**config.mk**
```make
export PLATFORM = sky130hd
export DESIGN_NAME = mem_port_arbiter_flat
export DESIGN_NICKNAME = d
export VERILOG_FILES = /design/src/rtl/mem_port_arbiter_if.sv /design/src/rtl/mem_port_arbiter.sv /design/src/flat_wrapper.sv
export SDC_FILE = /design/constraint.sdc
export NUM_CORES = 1
export LEC_CHECK = 0
export BUFFER_PORTS_ARGS = -buffer_cell sky130_fd_sc_hd__buf_2
export CORE_MARGIN = 5
export CORE_UTILIZATION = 45
export DETAILED_ROUTE_END_ITERATION = 8
export MAX_ROUTING_LAYER = met4
export PLACE_DENSITY = 0.71
export REMOVE_ABC_BUFFERS = 1
export SLEW_MARGIN = 10
export SYNTH_ARGS = -nofsm -noshare
export SYNTH_HDL_FRONTEND = slang
export SYNTH_SLANG_ARGS = --single-unit
```
**constraint.sdc**
```tcl
create_clock -name clk -period 2.2 [get_ports clk]
set_input_delay 0.22 -clock clk [delete_from_list [all_inputs] [get_ports clk]]
set_output_delay 0.22 -clock clk [all_outputs]
set_load 0.02 [all_outputs]
```
**src/rtl/mem_port_arbiter_if.sv**
```systemverilog
// Bundles the IF requester, DM requester and shared memory port signals.
//   slave  : arbiter side (samples requests and mem_rdata, drives acks,
//            read data, mux select, memory strobes and busy)
//   master : environment side (requesters plus the memory model)
interface mem_port_arbiter_if;
  logic        if_req;
  logic        if_ack;
  logic [31:0] if_rdata;
  logic        dm_req;
  logic        dm_we;
  logic        dm_ack;
  logic [31:0] dm_rdata;
  logic        mem_sel;
  logic        mem_en;
  logic        mem_we;
  logic [31:0] mem_rdata;
  logic        busy;

  modport slave (
    input  if_req, dm_req, dm_we, mem_rdata,
    output if_ack, if_rdata, dm_ack, dm_rdata, mem_sel, mem_en, mem_we, busy
  );

  modport master (
    output if_req, dm_req, dm_we, mem_rdata,
    input  if_ack, if_rdata, dm_ack, dm_rdata, mem_sel, mem_en, mem_we, busy
  );
endinterface

```
**src/rtl/mem_port_arbiter.sv**
```systemverilog
// Shares one 32-bit memory port between instruction fetch (IF) and data
// memory (DM). DM has priority; after MAX_WAIT consecutive contended DM wins
// IF wins the next contention. Each access is a fixed-latency sequence and
// the select for the external address/data muxes is held for its duration.
//
// Ports:
//   clk  : rising-edge clock
//   rst  : synchronous active-high reset
//   bus  : mem_port_arbiter_if.slave
//          if_req/dm_req/dm_we in, if_ack/dm_ack + if_rdata/dm_rdata out,
//          mem_sel/mem_en/mem_we out, mem_rdata in, busy out
//
// state | meaning
// IDLE  | waiting for a request, arbitration happens here
// ISSUE | one-cycle memory strobe, latency counter loaded
// WAIT  | LAT cycles until mem_rdata is valid, data captured on the last one
// RESP  | one-cycle ack to the winner
module mem_port_arbiter #(
  parameter int unsigned LAT      = 1,
  parameter int unsigned MAX_WAIT = 4
) (
  input logic             clk,
  input logic             rst,
  mem_port_arbiter_if.slave bus
);

  localparam logic [3:0] LAT_W  = 4'(LAT);
  localparam logic [3:0] MAX_W  = 4'(MAX_WAIT);

  typedef enum logic [1:0] {IDLE, ISSUE, WAIT, RESP} state_t;

  state_t      state_q, state_d;
  logic        sel_q, sel_d;        // 0 = IF, 1 = DM
  logic        we_q, we_d;
  logic [3:0]  wait_q, wait_d;      // contended DM wins since IF last won
  logic [3:0]  lat_q, lat_d;
  logic [31:0] if_rdata_q, if_rdata_d;
  logic [31:0] dm_rdata_q, dm_rdata_d;

  always_ff @(posedge clk) begin
    if (rst) begin
      state_q    <= IDLE;
      sel_q      <= 1'b0;
      we_q       <= 1'b0;
      wait_q     <= 4'd0;
      lat_q      <= 4'd0;
      if_rdata_q <= 32'd0;
      dm_rdata_q <= 32'd0;
    end else begin
      state_q    <= state_d;
      sel_q      <= sel_d;
      we_q       <= we_d;
      wait_q     <= wait_d;
      lat_q      <= lat_d;
      if_rdata_q <= if_rdata_d;
      dm_rdata_q <= dm_rdata_d;
    end
  end

  always_comb begin
    state_d    = state_q;
    sel_d      = sel_q;
    we_d       = we_q;
    wait_d     = wait_q;
    lat_d      = lat_q;
    if_rdata_d = if_rdata_q;
    dm_rdata_d = dm_rdata_q;

    case (state_q)
      IDLE: begin
        // IF only beats DM when it has been passed over MAX_WAIT times
        if (bus.dm_req && !(bus.if_req && (wait_q == MAX_W))) begin
          sel_d   = 1'b1;
          we_d    = bus.dm_we;
          state_d = ISSUE;
          if (bus.if_req && (wait_q < MAX_W)) begin
            wait_d = wait_q + 4'd1;
          end
        end else if (bus.if_req) begin
          sel_d   = 1'b0;
          we_d    = 1'b0;
          wait_d  = 4'd0;
          state_d = ISSUE;
        end
      end
      ISSUE: begin
        lat_d   = LAT_W;
        state_d = WAIT;
      end
      WAIT: begin
        lat_d = lat_q - 4'd1;
        if (lat_q == 4'd1) begin
          // writes leave the read-data registers untouched
          if (!sel_q) begin
            if_rdata_d = bus.mem_rdata;
          end else if (!we_q) begin
            dm_rdata_d = bus.mem_rdata;
          end
          state_d = RESP;
        end
      end
      RESP: begin
        state_d = IDLE;
      end
      default: begin
        state_d = IDLE;
      end
    endcase
  end

  assign bus.mem_sel  = sel_q;
  assign bus.mem_en   = (state_q == ISSUE);
  assign bus.mem_we   = (state_q == ISSUE) && sel_q && we_q;
  assign bus.if_ack   = (state_q == RESP) && !sel_q;
  assign bus.dm_ack   = (state_q == RESP) && sel_q;
  assign bus.busy     = (state_q != IDLE);
  assign bus.if_rdata = if_rdata_q;
  assign bus.dm_rdata = dm_rdata_q;

endmodule

```
**src/flat_wrapper.sv**
```systemverilog
// flat-port wrapper written by rule: the top's interface ports become plain ports
module mem_port_arbiter_flat 
#(
  parameter int unsigned LAT      = 1,
  parameter int unsigned MAX_WAIT = 4
)
  (clk, rst, bus_if_req, bus_dm_req, bus_dm_we, bus_mem_rdata, bus_if_ack, bus_if_rdata, bus_dm_ack, bus_dm_rdata, bus_mem_sel, bus_mem_en, bus_mem_we, bus_busy);
  mem_port_arbiter_if bus_i ();
  input logic clk;
  input logic rst;
  input wire logic [$bits(bus_i.if_req)-1:0] bus_if_req;
  input wire logic [$bits(bus_i.dm_req)-1:0] bus_dm_req;
  input wire logic [$bits(bus_i.dm_we)-1:0] bus_dm_we;
  input wire logic [$bits(bus_i.mem_rdata)-1:0] bus_mem_rdata;
  output wire logic [$bits(bus_i.if_ack)-1:0] bus_if_ack;
  output wire logic [$bits(bus_i.if_rdata)-1:0] bus_if_rdata;
  output wire logic [$bits(bus_i.dm_ack)-1:0] bus_dm_ack;
  output wire logic [$bits(bus_i.dm_rdata)-1:0] bus_dm_rdata;
  output wire logic [$bits(bus_i.mem_sel)-1:0] bus_mem_sel;
  output wire logic [$bits(bus_i.mem_en)-1:0] bus_mem_en;
  output wire logic [$bits(bus_i.mem_we)-1:0] bus_mem_we;
  output wire logic [$bits(bus_i.busy)-1:0] bus_busy;
  assign bus_i.if_req = bus_if_req;
  assign bus_i.dm_req = bus_dm_req;
  assign bus_i.dm_we = bus_dm_we;
  assign bus_i.mem_rdata = bus_mem_rdata;
  assign bus_if_ack = bus_i.if_ack;
  assign bus_if_rdata = bus_i.if_rdata;
  assign bus_dm_ack = bus_i.dm_ack;
  assign bus_dm_rdata = bus_i.dm_rdata;
  assign bus_mem_sel = bus_i.mem_sel;
  assign bus_mem_en = bus_i.mem_en;
  assign bus_mem_we = bus_i.mem_we;
  assign bus_busy = bus_i.busy;
  mem_port_arbiter #(.LAT(LAT), .MAX_WAIT(MAX_WAIT)) u_core (.clk(clk), .rst(rst), .bus(bus_i));
endmodule
```
==> impl_results.md, run 1 <==
- Pre-Repair DR Iteration Count: 4
- Port Buffers: 106
- Pre-CTS WS: 0.473 ns
- Die W: 90.5 um
- Pwr Density: 843 nW/um^2
- CP max stage delay: 0.39 ns
- Clock Pin Slew Worst Setup and Hold Paths: 0.09 ns
- Vias in the first global route: 2626
- Die area: 8180 sq um
- Hold Path Class: primary input to register
- Main area contributors after synthesis: dfxtp_1, nand2_1, a21oi_1
- Netlist Area Pre-Place: 2910 sq um
- Final setup viols: 0
- Total grt overflow: 0
- Status: finished clean
- Top cell type's share of synthesized area: 52.2%
- Final worst-path cycle share: 78.4%
- Reg2reg start: u_core.state_q[0]
- Slowest cell on crit path: dfxtp_1
- Final wirelength: 7120 um
- Setup TNS: 0 ns
- Later-pin clock latency in the skew report: 0.34 ns
- Number of vias per cell: 4.98
- R2r endpoint: u_core.bus.dm_rdata[14]
- Cell taking the most area after synthesis: dfxtp_1
- H-tree levels: 3
- Min cycle time layout: 1.73 ns
- Root Buffer: clkbuf_8
- Antenna cells: 0
- FFs w/ async S/R, synth: 0%
- Multi-input gate area in the final layout: 1250 sq um
- Core area: 6310 sq um
- Yosys warning total: 0
- Count leader, synth: nand2_1
- Crit path buffers/inverters: 2
- Fmax: 580 MHz
- Worst R2R Path Depth: 7
- Initial DRC count: 75
- Synth cell types: 33
- CP startpoint kind: register
- Hold-fix buffers at CTS: 0
- Clock Sinks: 76
- Row cnt: 29
- CP Cell Sequence: inv_1 -> ha_1 -> and4bb_2 -> nand3b_1 -> buf_4 -> nand2_1 -> a21oi_1
- Setup CP Type: register to register
- Storage element area: 1520 sq um
- Fill cell count: 608
- Hold EP: u_core.bus.dm_rdata[27]
- First-pass GRT wire length: 12000 um
- Fin. Hold Viols: 0
- Cell count after synthesis: 362
- Worst-path fanout max: 32
- EDFF count, synth: 0
- Layout cells sized above 1: 28.1%
- Synth-to-layout area growth: 26.4%
- Critical path arrival: 1.98 ns
- I/O pin cnt: 107
- Leakage: 1.59 nW
- Cts bufs inserted: 9
- Detailed placer's ending HPWL: 5200 um
- Post-route DRC: 0
- Setup Buffers After CTS: 0
- #FFs+latches synth: 76
- Crit-path leading delay family: simple AND/OR/NAND/NOR gates
- Via Count: 2740
- Post-CTS Resized: 0
- Synth top cells by count: nand2_1, dfxtp_1, a21oi_1
- Initial antenna violation count: 0
- Avg Cell Area, Syn: 8.05 sq um
- Hold_ws: 0.121 ns
- Peak VDD IR: 0.569 mV
- Design Power: 3.10 mW
- Most used DFF post-synth: dfxtp_1
- MaxCap Viol Count: 0
- Slew HR: 69.1%
- CP required: 2.46 ns
- CTS tree: yes
- Sequential area share after synthesis: 52.2%
- Cells on Worst Hold Path: 3
- Largest net degree at the start of global routing: 41
- Reg2Reg Setup Slack: 0.47 ns
- Avg WL per Cell: 12.9 um
- Slew @ Worst Pin: 0.463 ns
- RSZ-0062 raised after global routing: no
- Clock skew: 0.0140 ns
- Crit path setup slack, layout: 0.475 ns
- GRT Util Overall: 18.0%
- Post-route ant nets: 0
- Final max-slew violation count: 0
- Nets: 513
- GP Congestion: 0.830
- Worst hold start: bus_mem_rdata[27]
- Cells after DPL: 534
- Initial Utilization: 46.2%
- Critical Path End Type: register
- Max Root-Sink Buffers: 2
- Die height: 90.5 um
- Fin cells: 550
## cells in the final DEF (no fill, tap or decap), types with 2 or more instances in the layout
cell type   count
inv_1           9
nor2_1          9
buf_2         106
clkinvlp_4      3
o21a_1          2
o21ai_0         6
a21oi_1        70
nand4_1         2
nor2b_1         2
and2_1          3
nand2_1       133
clkinv_2        2
buf_4           8
ha_1            8
dfxtp_1        76
clkbuf_8        9
nand2b_1        3
## tightest hold or removal path: cells and delay by family
family	cells	cell delay [ns]
simple gates	1	0.05
buf+inv	1	0.10
compound gates	1	0.05
## registers in the layout, summed over array words and instances (netlist names)
signal	count
u_core.bus.if_rdata	32
u_core.bus.mem_sel	1
u_core.bus.dm_rdata	32
u_core.state_q	2
u_core.lat_q	4
u_core.we_q	1
u_core.wait_q	4
## per-layer routing
metal	routed length, um	global-route usage [%]	vias to the layer above
met5	0	-	-
met4	160	8.19	0
met3	517	4.92	13
met2	3220	28.1	90
met1	3210	21.4	1241
li1	-	-	1396
## cell families after synthesis
logic type | count (synthesis) | synth area share (%)
AND/OR/NAND/NOR | 164 | 23.8
flip-flops | 76 | 52.2
AO/OA/AOI/OAI | 84 | 15.3
multiplexers | 1 | 0.344
adder cells (fa/ha/maj) | 8 | 3.44
buffers and inverters | 29 | 4.89
## power breakdown
| part | internal (mW) | total [mW] | switching [mW] |
|---|---|---|---|
| sequential | 1.47 | 1.55 | 0.0784 |
| clock | 0.407 | 0.907 | 0.500 |
| combinational | 0.246 | 0.651 | 0.405 |
## metrics by stage
stage	util, %	area [sq um]
2_1_floorplan	-	2810
3_3_place_gp	55.7	3510
3_5_place_dp	55.7	3510
4_1_cts	58.3	3680
5_1_grt	58.3	3680
6_report	58.3	3680
## cell type report
cell class / instances / share of cell area [%]
Sequential cell: 76 / 41.3
Multi-Input combinational cell: 257 / 34.0
Timing Repair Buffer: 115 / 16.6
Clock buffer: 10 / 3.46
Tap cell: 77 / 2.62
Clock inverter: 6 / 1.12
Inverter: 9 / 0.917
## how the worst max path moves through the flow
stage	startpoint	slack, ns	depth (start not counted)	endpoint
finish	u_core.state_q[0]	0.47	7	u_core.bus.dm_rdata[14]
global route	u_core.state_q[0]	0.27	7	u_core.bus.dm_rdata[19]
CTS	u_core.state_q[0]	0.45	7	u_core.bus.dm_rdata[20]
detailed placement	u_core.state_q[0]	0.47	7	u_core.bus.dm_rdata[20]
global placement	u_core.state_q[0]	0.57	7	u_core.bus.dm_rdata[12]
floorplan	u_core.state_q[0]	0.05	6	u_core.bus.if_rdata[0]
(Power assumes the default switching activity.)
==> run 2: changes to the inputs <==
- CORE_UTILIZATION: 45 -> 44
- PLACE_DENSITY: 0.71 -> 0.72
- clock period: 2.2 -> 1.5 ns (I/O delays scaled with it)
==> run 2 against run 1 <==
The flow now finishes with violations (setup timing). Final cell count is 4.5% higher. Utilization grew 13 points. First-iteration DRC count rose by 64%. Cell area grew 23%. Clock-buffer cell count unchanged. Setup slack lost 0.66 ns. Maximum frequency rose by 2.3%. Critical path depth is 2 higher. Critical path type unchanged. Largest power group unchanged.
==> impl_results.md, run 2 (synthesis results as in run 1) <==
- Reg2Reg Setup Slack: -0.19 ns (-0.66 ns)
- RSZ-0062 raised after global routing: yes
- Critical path arrival: 1.96 ns (-0.02 ns)
- Pwr Density: 1190 nW/um^2 (+42%)
- Final max-slew violation count: 0 (unchanged)
- Peak VDD IR: 0.831 mV (+46%)
- Port Buffers: 106 (unchanged)
- Root Buffer: clkbuf_8
- Max Root-Sink Buffers: 2 (unchanged)
- Vias in the first global route: 2839 (+8.1%)
- CP required: 1.78 ns (-0.68 ns)
- Crit path setup slack, layout: -0.186 ns (-0.661 ns)
- Most frequent cells in the layout: buf_2, nand2_1, dfxtp_1
- Antenna cells: 0 (unchanged)
- Cts bufs inserted: 9 (unchanged)
- Largest net degree at the start of global routing: 44 (+7.3%)
- GRT Util Overall: 19.8% (+1.8 points)
- Slew HR: 67.8% (-1.3 points)
- Core area: 6390 sq um (+1.1%)
- First-pass GRT wire length: 13300 um (+11%)
- Nets: 538 (+4.9%)
- Die height: 91.4 um (+1.0%)
- Worst-path fanout max: 5 (-84%)
- Clock Pin Slew Worst Setup and Hold Paths: 0.09 ns (about the same)
- Cells after DPL: 545 (+2.1%)
- Post-route DRC: 0 (unchanged)
- CP startpoint kind: register
- I/O pin cnt: 107 (unchanged)
- Setup CP Type: register to register
- CTS tree: yes
- Placed cell area: 3650 sq um (+3.8%)
- Final setup viols: 33 (+33)
- Slew @ Worst Pin: 0.483 ns (+0.0198 ns)
- Post-route ant nets: 0 (unchanged)
- Worst R2R Path Depth: 9 (+2)
- Die W: 91.4 um (+1.0%)
- Initial Utilization: 45.6% (-0.52 points)
- Cells on Worst Hold Path: 3 (unchanged)
- Synth-to-layout area growth: 55.4%
- R2r endpoint: u_core.bus.dm_rdata[19]
- Hold-fix buffers at CTS: 0 (unchanged)
- Status: finished with violations
- Failing checks: setup timing
- Leakage: 2.02 nW (+27%)
- Hold EP: u_core.bus.dm_rdata[26]
- Final instance area: 4530 sq um (+23%)
- Avg WL per Cell: 15.5 um (+20%)
- Clock Sinks: 76 (unchanged)
- Row cnt: 29 (unchanged)
- Slowest cell on crit path: dfxtp_2
- CP Cell Sequence: inv_2 -> ha_4 -> nand4bb_1 -> buf_4 -> nor3b_4 -> buf_6 -> buf_8 -> nand2_1 -> a21oi_1
- Die area: 8350 sq um (+2.0%)
- Pre-CTS WS: -0.0900 ns (-0.563 ns)
- Crit-path leading delay family: buffers and inverters
- Final wirelength: 8890 um (+25%)
- Most common cell after layout, fill and taps aside: buf_2
- H-tree levels: 3 (unchanged)
- Number of vias per cell: 5.17 (+3.8%)
- GP Congestion: 0.852 (+2.6%)
- Reg2reg start: u_core.state_q[0]
- Worst hold start: bus_mem_rdata[26]
- Fin cells: 575 (+4.5%)
- Pre-Repair DR Iteration Count: 4 (unchanged)
- Final worst-path cycle share: 112% (+34 points)
- Initial DRC count: 123 (+64%)
- Total grt overflow: 0 (unchanged)
- Clock skew: 0.00989 ns (-0.00416 ns)
- Hold Path Class: primary input to register
- Layout cells sized above 1: 49.2% (+21 points)
- Later-pin clock latency in the skew report: 0.35 ns (about the same)
- Via Count: 2974 (+8.5%)
- MaxCap Viol Count: 0 (unchanged)
- Critical Path End Type: register
- Detailed placer's ending HPWL: 5470 um (+5.2%)
- Initial antenna violation count: 0 (unchanged)
- Fmax: 593 MHz (+2.3%)
- Crit path buffers/inverters: 4 (+2)
- Min cycle time layout: 1.69 ns (-0.0394 ns)
- Fin. Hold Viols: 0 (unchanged)
- CP max stage delay: 0.33 ns (-0.06 ns)
- Hold_ws: 0.0430 ns (-0.0779 ns)
run 2: final cells by class:
cell class                      count  area (sq um)
Timing Repair Buffer              140          1000
Inverter                            9          38.8
Sequential cell                    76          1530
Multi-Input combinational cell    257          1650
Tap cell                           77          96.3
Fill cell                         484          1860
Clock inverter                      6          72.6
Clock buffer                       10           138
run 2: through the flow:
step                      TNS (ns)  util [%]  total power [mW]
after CTS                    -1.33      62.9              5.18
final                        -4.96      70.9              5.40
after detailed placement     -2.96      57.1              3.44
after global routing         -8.32      70.9              5.65
after global placement           0      57.1              3.41
after floorplan             -31.29         -              2.90
run 2: repair_timing:
item / in CTS / in global routing
resized for setup: 21 / 119
gates cloned: 3 / 4
endpoints found under the setup margin: 66 / 69
buffers inserted: 5 / 6
hold endpoints to repair: 0 / 0
pin swaps: 2 / 58
run 2: worst min-delay path: cells and delay by family:
kind                   cells  cell delay (ns)
and+or+nand+nor            1             0.05
AOI/OAI and AO/OA          1             0.04
buffers and inverters      1             0.11
run 2: report_power, final:
group / leakage, nW / total (mW) / internal (mW) / switching [mW]
registers: 0.615 / 2.28 / 2.16 / 0.122
clock network: 0.103 / 1.62 / 0.828 / 0.796
logic: 1.30 / 1.50 / 0.688 / 0.809
total: 2.02 / 5.40 / 3.68 / 1.73
run 2: worst max path at each step:
stage	start	slack (ns)	to	depth (start not counted)
final	u_core.state_q[0]	-0.19	u_core.bus.dm_rdata[19]	9
after global routing	u_core.state_q[0]	-0.28	u_core.bus.dm_rdata[19]	9
after CTS	u_core.state_q[0]	-0.06	u_core.bus.dm_rdata[18]	9
after detailed placement	u_core.state_q[0]	-0.09	u_core.bus.if_rdata[28]	8
after global placement	u_core.state_q[0]	0.01	u_core.bus.if_rdata[22]	8
after floorplan	u_core.state_q[0]	-0.65	u_core.bus.if_rdata[0]	6
run 2: layer usage:
layer	share of wire, %	GRT usage (%)	up-vias
li1	-	-	1451
met1	41	23.2	1423
met4	1.5	7.58	0
met3	4.9	3.31	11
met2	52	33.7	89
met5	0	-	-
